<file path="src/rtl/cpu_bus_pkg.sv">
// Shared CPU bus definitions: default bus geometry, bus source indices and
// the index-width helper used by the bus multiplexer and its encoder.
package cpu_bus_pkg;

  localparam int BUS_WIDTH   = 32;
  localparam int BUS_NUM_SRC = 24;

  // Bus source positions in the flattened source vector / out-enable word.
  localparam int SRC_R0     = 0;
  localparam int SRC_R1     = 1;
  localparam int SRC_R2     = 2;
  localparam int SRC_R3     = 3;
  localparam int SRC_R4     = 4;
  localparam int SRC_R5     = 5;
  localparam int SRC_R6     = 6;
  localparam int SRC_R7     = 7;
  localparam int SRC_R8     = 8;
  localparam int SRC_R9     = 9;
  localparam int SRC_RA     = 10;
  localparam int SRC_RB     = 11;
  localparam int SRC_RC     = 12;
  localparam int SRC_RD     = 13;
  localparam int SRC_RE     = 14;
  localparam int SRC_RF     = 15;
  localparam int SRC_HI     = 16;
  localparam int SRC_LO     = 17;
  localparam int SRC_ZHI    = 18;
  localparam int SRC_ZLO    = 19;
  localparam int SRC_PC     = 20;
  localparam int SRC_MDR    = 21;
  localparam int SRC_INPORT = 22;
  localparam int SRC_C      = 23;

  // A single source still needs a 1-bit index port.
  function automatic int idx_width(input int n);
    return (n > 1) ? $clog2(n) : 1;
  endfunction

endpackage

</file>
<file path="src/rtl/bus_src_encoder.sv">
// One-hot out-enable encoder: lowest asserted enable wins, plus any/multi flags.
module bus_src_encoder
  import cpu_bus_pkg::*;
#(
  parameter int NUM_SRC = BUS_NUM_SRC,
  parameter int IDX_W   = idx_width(NUM_SRC)
) (
  input  logic [NUM_SRC-1:0] src_out,
  output logic [IDX_W-1:0]   winner,
  output logic               any_en,
  output logic               multi
);

  // NOTE: every always_comb output gets a default before any conditional
  // assignment, so no path leaves it unassigned and no latch is inferred.
  always_comb begin
    winner = '0;
    for (int i = NUM_SRC - 1; i >= 0; i--) begin
      if (src_out[i]) winner = i[IDX_W-1:0];
    end
  end

  assign any_en = |src_out;
  // Clearing the lowest set bit leaves something only if two or more were set.
  assign multi  = |(src_out & (src_out - NUM_SRC'(1)));

endmodule

</file>
<file path="src/rtl/bus_mux_reg.sv">
// CPU internal bus multiplexer with keeper register, optional registered
// output, conflict detection and a saturating transfer counter.
module bus_mux_reg
  import cpu_bus_pkg::*;
#(
  parameter int WIDTH      = BUS_WIDTH,
  parameter int NUM_SRC    = BUS_NUM_SRC,
  parameter bit REGISTERED = 1'b1,
  parameter int CNT_W      = 16,
  localparam int IDX_W     = idx_width(NUM_SRC)
) (
  input  logic                     clock,
  input  logic                     clear,
  input  logic [NUM_SRC*WIDTH-1:0] src_data,
  input  logic [NUM_SRC-1:0]       src_out,
  input  logic                     hold,
  output logic [WIDTH-1:0]         bus_out,
  output logic                     bus_valid,
  output logic [IDX_W-1:0]         sel_idx,
  output logic                     conflict,
  output logic                     conflict_err,
  output logic [CNT_W-1:0]         xfer_count
);

  logic [IDX_W-1:0] winner;
  logic             any_en;
  logic             multi;
  logic [WIDTH-1:0] sel_data;
  logic             take;

  logic [WIDTH-1:0] bus_q;
  logic [IDX_W-1:0] idx_q;
  logic             err_q;
  logic [CNT_W-1:0] cnt_q;

  bus_src_encoder #(
    .NUM_SRC (NUM_SRC),
    .IDX_W   (IDX_W)
  ) u_encoder (
    .src_out (src_out),
    .winner  (winner),
    .any_en  (any_en),
    .multi   (multi)
  );

  // Explicit compare-and-select so unselected sources can never leak onto the bus.
  always_comb begin
    sel_data = '0;
    for (int i = 0; i < NUM_SRC; i++) begin
      if (winner == IDX_W'(i)) sel_data = src_data[i*WIDTH +: WIDTH];
    end
  end

  assign take = any_en & ~hold;

  // NOTE: sequential state uses non-blocking assignments so every register
  // samples the pre-edge values regardless of statement order.
  always_ff @(posedge clock) begin
    if (clear) begin
      bus_q <= '0;
      idx_q <= '0;
      err_q <= 1'b0;
      cnt_q <= '0;
    end else if (!hold) begin
      if (any_en) begin
        bus_q <= sel_data;
        idx_q <= winner;
        if (cnt_q != {CNT_W{1'b1}}) cnt_q <= cnt_q + CNT_W'(1);
      end
      err_q <= err_q | multi;
    end
  end

  assign conflict_err = err_q;
  assign xfer_count   = cnt_q;

  if (REGISTERED) begin : g_reg_out
    logic valid_q;
    logic conflict_q;

    always_ff @(posedge clock) begin
      if (clear) begin
        valid_q    <= 1'b0;
        conflict_q <= 1'b0;
      end else if (!hold) begin
        valid_q    <= any_en;
        conflict_q <= multi;
      end
    end

    assign bus_out   = bus_q;
    assign sel_idx   = idx_q;
    assign bus_valid = valid_q;
    assign conflict  = conflict_q;
  end else begin : g_comb_out
    // Live source goes straight through; otherwise the keeper value shows.
    assign bus_out   = take ? sel_data : bus_q;
    assign sel_idx   = take ? winner : idx_q;
    assign bus_valid = take;
    assign conflict  = multi & ~hold;
  end

endmodule

</file>
<file path="config.mk">
export PLATFORM = sky130hd
export DESIGN_NAME = bus_mux_reg
export DESIGN_NICKNAME = d
export VERILOG_FILES = /design/src/rtl/cpu_bus_pkg.sv /design/src/rtl/bus_src_encoder.sv /design/src/rtl/bus_mux_reg.sv
export SDC_FILE = /design/constraint.sdc
export NUM_CORES = 1
export LEC_CHECK = 0
export CAP_MARGIN = 0
export CORE_AREA = 2 2 334 336
export DETAILED_ROUTE_END_ITERATION = 6
export DIE_AREA = 0 0 336 338
export GPL_TIMING_DRIVEN = 0
export PLACE_DENSITY = 0.4
export SYNTH_ARGS = -nofsm -noshare
export SYNTH_HDL_FRONTEND = slang
export SYNTH_SLANG_ARGS = --single-unit
</file>
<file path="constraint.sdc">
create_clock -name clock -period 6 [get_ports clock]
set_input_delay 1.2 -clock clock [delete_from_list [all_inputs] [get_ports clock]]
set_output_delay 1.2 -clock clock [all_outputs]
set_load 0.02 [all_outputs]
</file>
* After elaboration in Yosys (flattened, before gate mapping)
Cells that the tools add are included.
** Storage, ports and cells
- Flip-flop bits (word level) :: 56
- Bits in latches :: 0
- RAM bits :: 0
- Bits in read-only memories :: 0
- Output and inout bits :: 56
- Logic and storage cells :: 88
- Memories :: 0
** Operators by class
- Add/sub/neg operators :: 2
- Multipliers :: 0
- Div/mod/pow operators :: 0
- Order comparisons :: 0
- Equality and inequality tests :: 24
- Shift operators :: 0
- Mux-type cells :: 48
- Bitwise logic cells :: 3
- Reductions and logical operators :: 5
** Operators with widths (count)
- $mux W32 :: 24
- $mux W5 :: 24
- $reduce_or A24 Y1 :: 2
- $eq A5 B4 Y1 const B :: 8
- $eq A5 B5 Y1 const B :: 8
- $and A24 B24 Y24 :: 1
- $sub A24 B1 Y24 const B :: 1
- $eq A5 B3 Y1 const B :: 4
- $add A16 B1 Y16 const B :: 1
- $ne A16 B16 Y1 const B :: 1
- $eq A5 B2 Y1 const B :: 2
- $eq A5 B1 Y1 const B :: 1
- $logic_not A5 Y1 :: 1
- $reduce_and A3 Y1 :: 1
- $reduce_and A2 Y1 :: 1
- $not A1 Y1 :: 1
- $or A1 B1 Y1 :: 1

* Logic depth before layout (Yosys ltp)
Gate-level depths: netlist (run 1).
- Depth in word-level cells :: 49
- Mapped depth :: 14

* Modules after synthesis
From an unflattened synthesis (run 1), not the netlist that was laid out.
** Second synthesis, totals
- Cell total of the unflattened synthesis :: 1565
- Area total of the unflattened synthesis :: 10050.9 µm²
** Modules (own cells, without submodules)
- bus_mux_reg :: instances 1, cells an instance 1481, area an instance 9536.6 µm²
- bus_src_encoder :: instances 1, cells an instance 84, area an instance 514.2 µm²

* Least setup slack after synthesis (run 1)
Ideal clock, no wire load.
- Kind :: input to register
- From :: input src_out[8]
- To :: register bus_q[15], in the netlist bus_out[15]
- Library setup time :: 0.127 ns
- Arrival time :: 3.793 ns
- Data required time :: 5.873 ns
- Setup slack :: 2.081 ns
- Stages :: 12
- Buffers on the path :: 2
- Cell sequence :: buf_6 > or2_4 > a2111oi_4 > o31ai_4 > a21boi_4 > buf_2 > mux2_2 > a221oi_1 > o32a_1 > nand4_1 > a221oi_1 > o21ai_1
** On the way
- Cells in the longest elaborated chain, start to end :: 34
- Elaborated cells on any way between the ends :: 59
** RTL lines
- from (decl) :: RTL line bus_mux_reg.sv:15 : input logic [NUM_SRC-1:0] src_out,
- $mux W5 (9 in a row) :: RTL line bus_src_encoder.sv:19 : if (src_out[i]) winner = i[IDX_W-1:0];
- $logic_not A5 Y1 :: RTL line bus_mux_reg.sv:50 : if (winner == IDX_W'(i)) sel_data = src_data[i*WIDTH +: WIDTH];
- $mux W32 (24 in a row) :: RTL line bus_mux_reg.sv:50
- to (signal assigned) :: RTL line bus_mux_reg.sv:66 : bus_q <= sel_data;
- to (decl) :: RTL line bus_mux_reg.sv:31 : logic [WIDTH-1:0] bus_q;
Several ways; a longest one is shown, not always the timed one.
A chain may end at the register's enable or synchronous reset.

* Worst setup path in the final report (run 1)
- From :: input src_out[0]
- To :: register bus_q[29], in the netlist bus_out[29]
** On the way
- Cells in the longest elaborated chain, start to end :: 26
- Elaborated cells on any way between the ends :: 51
** RTL lines (RTL line)
- $mux W5 :: bus_src_encoder.sv:19
- $logic_not A5 Y1 :: bus_mux_reg.sv:50
- $mux W32 (24 in a row) :: bus_mux_reg.sv:50
Several ways; a longest one is shown, not always the timed one.

==> results of run 1 <==
## stage by stage
| stage | instance area (um^2) | hold WS, ps | setup TNS [ps] | utilization |
|---|---|---|---|---|
| global route | 20200 | 496 | 0 | 0.184 |
| CTS | 20100 | 463 | -17.5 | 0.183 |
| detailed placement | 19700 | 449 | -25960 | 0.179 |
| global placement | 19600 | 448 | -32870 | 0.178 |
| floorplan | 9270 | 535 | 0 | - |
| finish | 20300 | 470 | 0 | 0.184 |
## layout make-up
type,instances,area [um^2]
tap,1488,1860
timing repair buffer,861,8620
inverter,8,30.0
fill,12617,89800
buffer,110,568
clock buffer,5,125
antenna,22,55.1
clock inverter,3,46.3
multi-input combinational,1170,7840
sequential,56,1120
## cell usage after synthesis (10+ instances only)
| master | instances | area (um^2) |
|---|---|---|
| sky130_fd_sc_hd__clkbuf_1 | 39 | 146 |
| sky130_fd_sc_hd__a221oi_1 | 60 | 526 |
| sky130_fd_sc_hd__nand2_1 | 147 | 552 |
| sky130_fd_sc_hd__a22oi_1 | 38 | 285 |
| sky130_fd_sc_hd__a222oi_1 | 22 | 220 |
| sky130_fd_sc_hd__nor3_1 | 40 | 200 |
| sky130_fd_sc_hd__nor2_1 | 138 | 518 |
| sky130_fd_sc_hd__nand4_1 | 21 | 131 |
| sky130_fd_sc_hd__nor4_1 | 18 | 113 |
| sky130_fd_sc_hd__and3_1 | 15 | 93.8 |
| sky130_fd_sc_hd__a21oi_1 | 103 | 515 |
| sky130_fd_sc_hd__buf_2 | 54 | 270 |
| sky130_fd_sc_hd__or3_1 | 20 | 125 |
| sky130_fd_sc_hd__nand3_1 | 56 | 280 |
| sky130_fd_sc_hd__a22o_1 | 10 | 87.6 |
| sky130_fd_sc_hd__a211oi_1 | 20 | 150 |
| sky130_fd_sc_hd__mux2_2 | 27 | 304 |
| sky130_fd_sc_hd__dfxtp_1 | 56 | 1120 |
| sky130_fd_sc_hd__mux2i_1 | 22 | 220 |
| sky130_fd_sc_hd__a31oi_1 | 14 | 87.6 |
| sky130_fd_sc_hd__o21ai_0 | 68 | 340 |
| sky130_fd_sc_hd__o221ai_1 | 36 | 315 |
| sky130_fd_sc_hd__nand2b_1 | 12 | 75.1 |
| sky130_fd_sc_hd__o21a_1 | 16 | 120 |
| sky130_fd_sc_hd__o21ai_1 | 17 | 85.1 |
| sky130_fd_sc_hd__o211ai_1 | 13 | 97.6 |
| sky130_fd_sc_hd__o22ai_1 | 63 | 394 |
## power groups by stage
stage / clock network (mW) / registers [mW] / logic, mW
floorplan: 0 / 0.441 / 0.281
CTS: 0.387 / 0.409 / 1.28
global placement: 0 / 0.417 / 1.25
global route: 0.404 / 0.412 / 1.31
detailed placement: 0 / 0.417 / 1.26
finish: 0.382 / 0.410 / 1.26
## cell families after synthesis
kind of cell               synth area share
adders and majority gates           0.00675
and+or+nand+nor                       0.290
buffers and inverters                0.0621
AOI/OAI and AO/OA                     0.452
xor gates and xnor gates             0.0113
DFF                                   0.121
muxes                                0.0566
## worst reg2reg max path: stages, from the launching register on
cell and delay [ps]:
sky130_fd_sc_hd__dfxtp_1 360, sky130_fd_sc_hd__ha_1 270, sky130_fd_sc_hd__nand3_1 160, sky130_fd_sc_hd__nor2_1 70
sky130_fd_sc_hd__a21oi_2 340, sky130_fd_sc_hd__and3_1 270, sky130_fd_sc_hd__and3_1 170, sky130_fd_sc_hd__clkbuf_1 230
sky130_fd_sc_hd__nand4_1 150, sky130_fd_sc_hd__xor2_1 160, sky130_fd_sc_hd__nor2_1 50
## flip-flops by register name (all words and copies together) (netlist names)
name,count
bus_out,32
bus_valid,1
conflict,1
conflict_err,1
sel_idx,5
xfer_count,16
## metal layers
layer  share of wire  global-route usage
met1            0.43               0.307
met5          0.0020                   0
met2            0.47               0.395
met3           0.076              0.0590
met4           0.020              0.0482
## repair_timing
| action | CTS | global route |
|---|---|---|
| pin swaps | 1 | 1 |
| hold buffers | 0 | 0 |
| setup endpoints to repair | 27 | 8 |
| buffers inserted | 2 | 4 |
| resized for setup | 43 | 10 |
## path summary, 6_finish.rpt
check                     start  slack (ps)             end  cells past startpoint
setup / recovery     src_out[0]          60     bus_out[29]                     11
hold / removal       sel_idx[0]         470      sel_idx[0]                      2
setup reg to reg  xfer_count[0]        3640  xfer_count[15]                     10
hold reg to reg      sel_idx[0]         470      sel_idx[0]                      2
==> metrics.csv, run 1 <==
metric,value,unit
p_int,1.25,mW
routed_via_density,4.41,
syn_inst,1344,
wirelength,141,mm
clock_insertion_delay_worst_skew,330,ps
dominantRegCellSynth,sky130_fd_sc_hd__dfxtp_1,
layout_worst_path_cycle_share,0.990,
critical_path_peak_fanout,10,
synth-edff-count,0,
postLayoutSetupSlackWorst,59.1,ps
finalNetCount,3008,
slowest_stage,sky130_fd_sc_hd__a21oi_1,
total_power,2.05,mW
tritoncts_clock_tree,yes,
routedWlPerCell,37.9,um
power.density_cell_area,101,nW/um^2
grt_max_degree,19,
worst_setup_path_end_kind,flop,
critical_path_buf_inv_count,2,
placedCellCount,3686,
placementRows,122,
timing.critical_path.arrival,6150,ps
routabilityCongestion,0.883,
postRouteAntennaNets,0,
post-place-ws,-1470,ps
status,finished clean,
required,6210,ps
synth_cell_types,96,
final-setup-viol-count,0,
worst_clock_skew,6.96,ps
comb_power_share,0.614,
htree_levels,2,
yosys_register_bits,56,
power_switching,0.804,mW
final_count_of_pins_violating_max_slew,0,
worst_slew_pin_slew,1290,ps
global_route.usage.total,0.236,
clock_sinks,56,
holdCritPathClass,reg2reg,
dp.final_hpwl,122,mm
die-height,338,um
yosysWarnings,0,
postSynthAreaPerCell,6.89,um^2
worst_setup_hold_path_clk_slew,90,ps
power.share.clock,0.186,
grt_antenna_before_repair,61,
final_hold_viol_count,0,
power.sequential.fraction,0.200,
die_area,114000,um^2
switching_share,0.392,
finish.cell_count_without_fillers,3723,
die_width,336,um
maximum_vdd_drop,0.0980,mV
period_minus_slack,5940,ps
drtIter0Drc,1427,
fmax,168,MHz
timing.setup.critical_path_class,in2reg,
timing.critical_path.from_type,input port,
critical-path-max-stage-delay,980,ps
grt_setup_unrepaired,false,
cp_top_family,compound AO/OA/AOI/OAI gates,
clock_tree.root_cell,sky130_fd_sc_hd__clkbuf_16,
grt_first_pass_wirelength,173,mm
most_frequent_cells_in_the_layout,"844 x sky130_fd_sc_hd__clkdlybuf4s50_1, 144 x sky130_fd_sc_hd__nand2_1, 136 x sky130_fd_sc_hd__nor2_1, 97 x sky130_fd_sc_hd__a21oi_1, 65 x sky130_fd_sc_hd__o21ai_0",
pleak,6.71,nW
final_layout_size_suffix_gt1_frac,0.103,
detail_route.first_pass.iterations,7,
critical_path.most_common_cell,sky130_fd_sc_hd__a21oi_1,
clock_buffers_created_by_tritoncts,5,
max_slew_margin,0.136,
gr-total-overflow,0,
first_global_vias,16261,
worstPathCellList,"clkdlybuf4s50_1, nor4_4, nand2b_1, a21oi_1, nand2_1, clkbuf_1, o22ai_1, a21oi_1, a211oi_4, o211a_1, o21ai_1",
start_util,0.0842,
clock_path_buffers,2,
area_delta_synth_final,119,%
placeableCoreArea,110000,um^2
synthesis.area,9270,um^2
floorplan.io_pins,851,
yosysSeqAreaShare,0.121,
io_buffer_count,844,
async_set_or_reset_register_ratio_after_synthesis,0,
final_common_cell,sky130_fd_sc_hd__clkdlybuf4s50_1,
drc_errors,0,
maxCapViolations,0,
routed-via-count,16404,
syn_nets,2140,
Note: power is estimated with default switching activity, not from simulation.
==> inputs of run 2 (changes only) <==
--- a/config.mk
+++ b/config.mk
@@ -6,11 +6,11 @@
 export NUM_CORES = 1
 export LEC_CHECK = 0
 export CAP_MARGIN = 0
-export CORE_AREA = 2 2 334 336
+export CORE_AREA = 2 2 330 332
 export DETAILED_ROUTE_END_ITERATION = 6
-export DIE_AREA = 0 0 336 338
+export DIE_AREA = 0 0 332 334
 export GPL_TIMING_DRIVEN = 0
-export PLACE_DENSITY = 0.4
+export PLACE_DENSITY = 0.41
 export SYNTH_ARGS = -nofsm -noshare
 export SYNTH_HDL_FRONTEND = slang
 export SYNTH_SLANG_ARGS = --single-unit
==> constraint.sdc (replaced) <==
create_clock -name clock -period 6.67 [get_ports clock]
set_input_delay 1.334 -clock clock [delete_from_list [all_inputs] [get_ports clock]]
set_output_delay 1.334 -clock clock [all_outputs]
set_load 0.02 [all_outputs]
==> run 2 against run 1 <==
Against the previous run:
- the run now ends with capacitance limit, slew limit left
- cell area fell by 2.0%
- first-iteration DRC count fell by 4.3%
- routed wire length fell by 1.0%
- power fell by 12%
- register-to-register slack improved by 660 ps
- worst hold slack improved by 2.1 ps
- clock power fell by 20%
- largest cell class unchanged
- largest power group unchanged
==> metrics.csv, run 2 (synthesis gave the netlist of run 1 again) <==
metric,value,unit,change
holdCritPathClass,reg2reg,,
routed_via_density,4.49,,+2.0%
tritoncts_clock_tree,yes,,
power.density_cell_area,90.5,nW/um^2,-11%
post-place-ws,-1100,ps,+371 ps
status,finished with violations,,
clock_tree.root_cell,sky130_fd_sc_hd__clkbuf_16,,
floorplan.io_pins,851,,unchanged
final_layout_size_suffix_gt1_frac,0.0885,,-0.0146
routed-via-count,16330,,-0.45%
clock_path_buffers,2,,unchanged
clock_insertion_delay_worst_skew,320,ps,about the same
timing.setup.critical_path_class,in2reg,,
required,6890,ps,+680 ps
drc_errors,0,,unchanged
postRouteAntennaNets,0,,unchanged
area_delta_synth_final,114,%,
fmax,153,MHz,
maximum_vdd_drop,0.0828,mV,-16%
routedWlPerCell,38.5,um,+1.4%
routabilityCongestion,0.901,,+2.1%
grt_setup_unrepaired,true,,
timing.critical_path.from_type,input port,,
clock_sinks,56,,unchanged
final-setup-viol-count,0,,unchanged
most_frequent_cells_in_the_layout,"844 x sky130_fd_sc_hd__clkdlybuf4s50_1, 147 x sky130_fd_sc_hd__nand2_1, 137 x sky130_fd_sc_hd__nor2_1, 101 x sky130_fd_sc_hd__a21oi_1, 67 x sky130_fd_sc_hd__o21ai_0",,
start_util,0.0860,,+0.00177
first_global_vias,16321,,+0.37%
global_route.usage.total,0.240,,+0.00338
grt_max_degree,19,,unchanged
die_width,332,um,-1.2%
ctsHoldBuffers,0,,unchanged
largest_register_ffs,32,,unchanged
totalNegativeSetupSlack,0,ps,unchanged
drtIter0Drc,1365,,-4.3%
final_count_of_pins_violating_max_slew,2,,+2
die_area,111000,um^2,-2.4%
worst_setup_path_end_kind,flop,,
grt_first_pass_wirelength,174,mm,+0.63%
worst_clock_skew,11.1,ps,+4.09 ps
placeableCoreArea,108000,um^2,-2.1%
dp.final_hpwl,120,mm,-1.5%
critical_path_peak_fanout,10,,unchanged
worst_setup_hold_path_clk_slew,90,ps,about the same
post_cts_resize_count,10,,-77%
io_buffer_count,844,,unchanged
final_common_cell,sky130_fd_sc_hd__clkdlybuf4s50_1,,
wirelength,140,mm,-1.0%
worst_slew_pin_slew,1560,ps,+268 ps
grt_antenna_before_repair,53,,-13%
pleak,6.59,nW,-1.8%
die-height,334,um,-1.2%
final_cell_area,19800,um^2,-2.0%
htree_levels,2,,unchanged
clock_buffers_created_by_tritoncts,5,,unchanged
finalNetCount,2999,,-0.30%
final_hold_viol_count,0,,unchanged
violations,"capacitance limit, slew limit",,
layout_worst_path_cycle_share,0.979,,
postLayoutSetupSlackWorst,141,ps,+82.2 ps
post-cts-setup-buffers,0,,-2
maxCapViolations,1,,+1
gr-total-overflow,0,,unchanged
post_dp_cell_area,19600,um^2,-0.67%
placementRows,121,,-0.82%
timing.critical_path.arrival,6750,ps,+600 ps
max_slew_margin,-0.0486,,-0.185
period_minus_slack,6530,ps,
detail_route.first_pass.iterations,7,,unchanged
[run 2: cell types whose count changed in the layout (fill, tap and decap cells not counted), sizes merged]
cell,previous run,this run
buf,87,78
bufinv,1,0
clkinv,2,3
diode,22,15
[run 2: final cells by class]
type,count,area [um^2]
Clock inverter,3,22.5
Buffer,110,554
Clock buffer,5,125
Fill cell,12373,87900
Inverter,8,30.0
Sequential cell,56,1120
Timing Repair Buffer,852,8530
Antenna cell,15,37.5
Multi-Input combinational cell,1170,7660
Tap cell,1414,1770
[run 2: power breakdown]
group	leakage (nW)	switching [mW]	internal, mW
Sequential	0.459	0.0138	0.354
Clock	0.0743	0.163	0.142
Combinational	6.05	0.545	0.578
Total	6.59	0.722	1.07
[run 2: per-layer routing]
layer | global-route usage | up-vias | wire length (um)
met5 | 0 | - | 290
met2 | 0.408 | 902 | 66100
li1 | - | 7120 | -
met4 | 0.0365 | 46 | 2290
met3 | 0.0608 | 136 | 11000
met1 | 0.308 | 8126 | 60100
[run 2: final timing paths]
| path | slack [ps] | from | cells past startpoint | to |
|---|---|---|---|---|
| max | 140 | src_out[7] | 11 | bus_out[16] |
| min | 470 | sel_idx[1] | 2 | sel_idx[1] |
| max reg2reg | 4300 | xfer_count[0] | 10 | xfer_count[15] |
| min reg2reg | 470 | sel_idx[1] | 2 | sel_idx[1] |
[run 2: through the flow]
step | hold slack, ps | util | power (mW) | cells
after floorplan | 535 | - | 0.649 | 1344
after global placement | 447 | 0.181 | 1.50 | 3602
after detailed placement | 455 | 0.182 | 1.50 | 3610
after CTS | 474 | 0.184 | 1.81 | 3618
after global routing | 487 | 0.184 | 1.86 | 3623
final | 472 | 0.184 | 1.80 | 3633
[run 2: critical path: stages]
cell and delay, ps:
sky130_fd_sc_hd__clkdlybuf4s50_1 550, sky130_fd_sc_hd__nor4_4 580, sky130_fd_sc_hd__nand2_2 240, sky130_fd_sc_hd__nor3_2 710, sky130_fd_sc_hd__o21ai_4 360, sky130_fd_sc_hd__nor2_2 620
sky130_fd_sc_hd__clkbuf_1 1020, sky130_fd_sc_hd__nor2_1 120, sky130_fd_sc_hd__a221oi_1 780, sky130_fd_sc_hd__nor4_2 190, sky130_fd_sc_hd__o21a_1 220
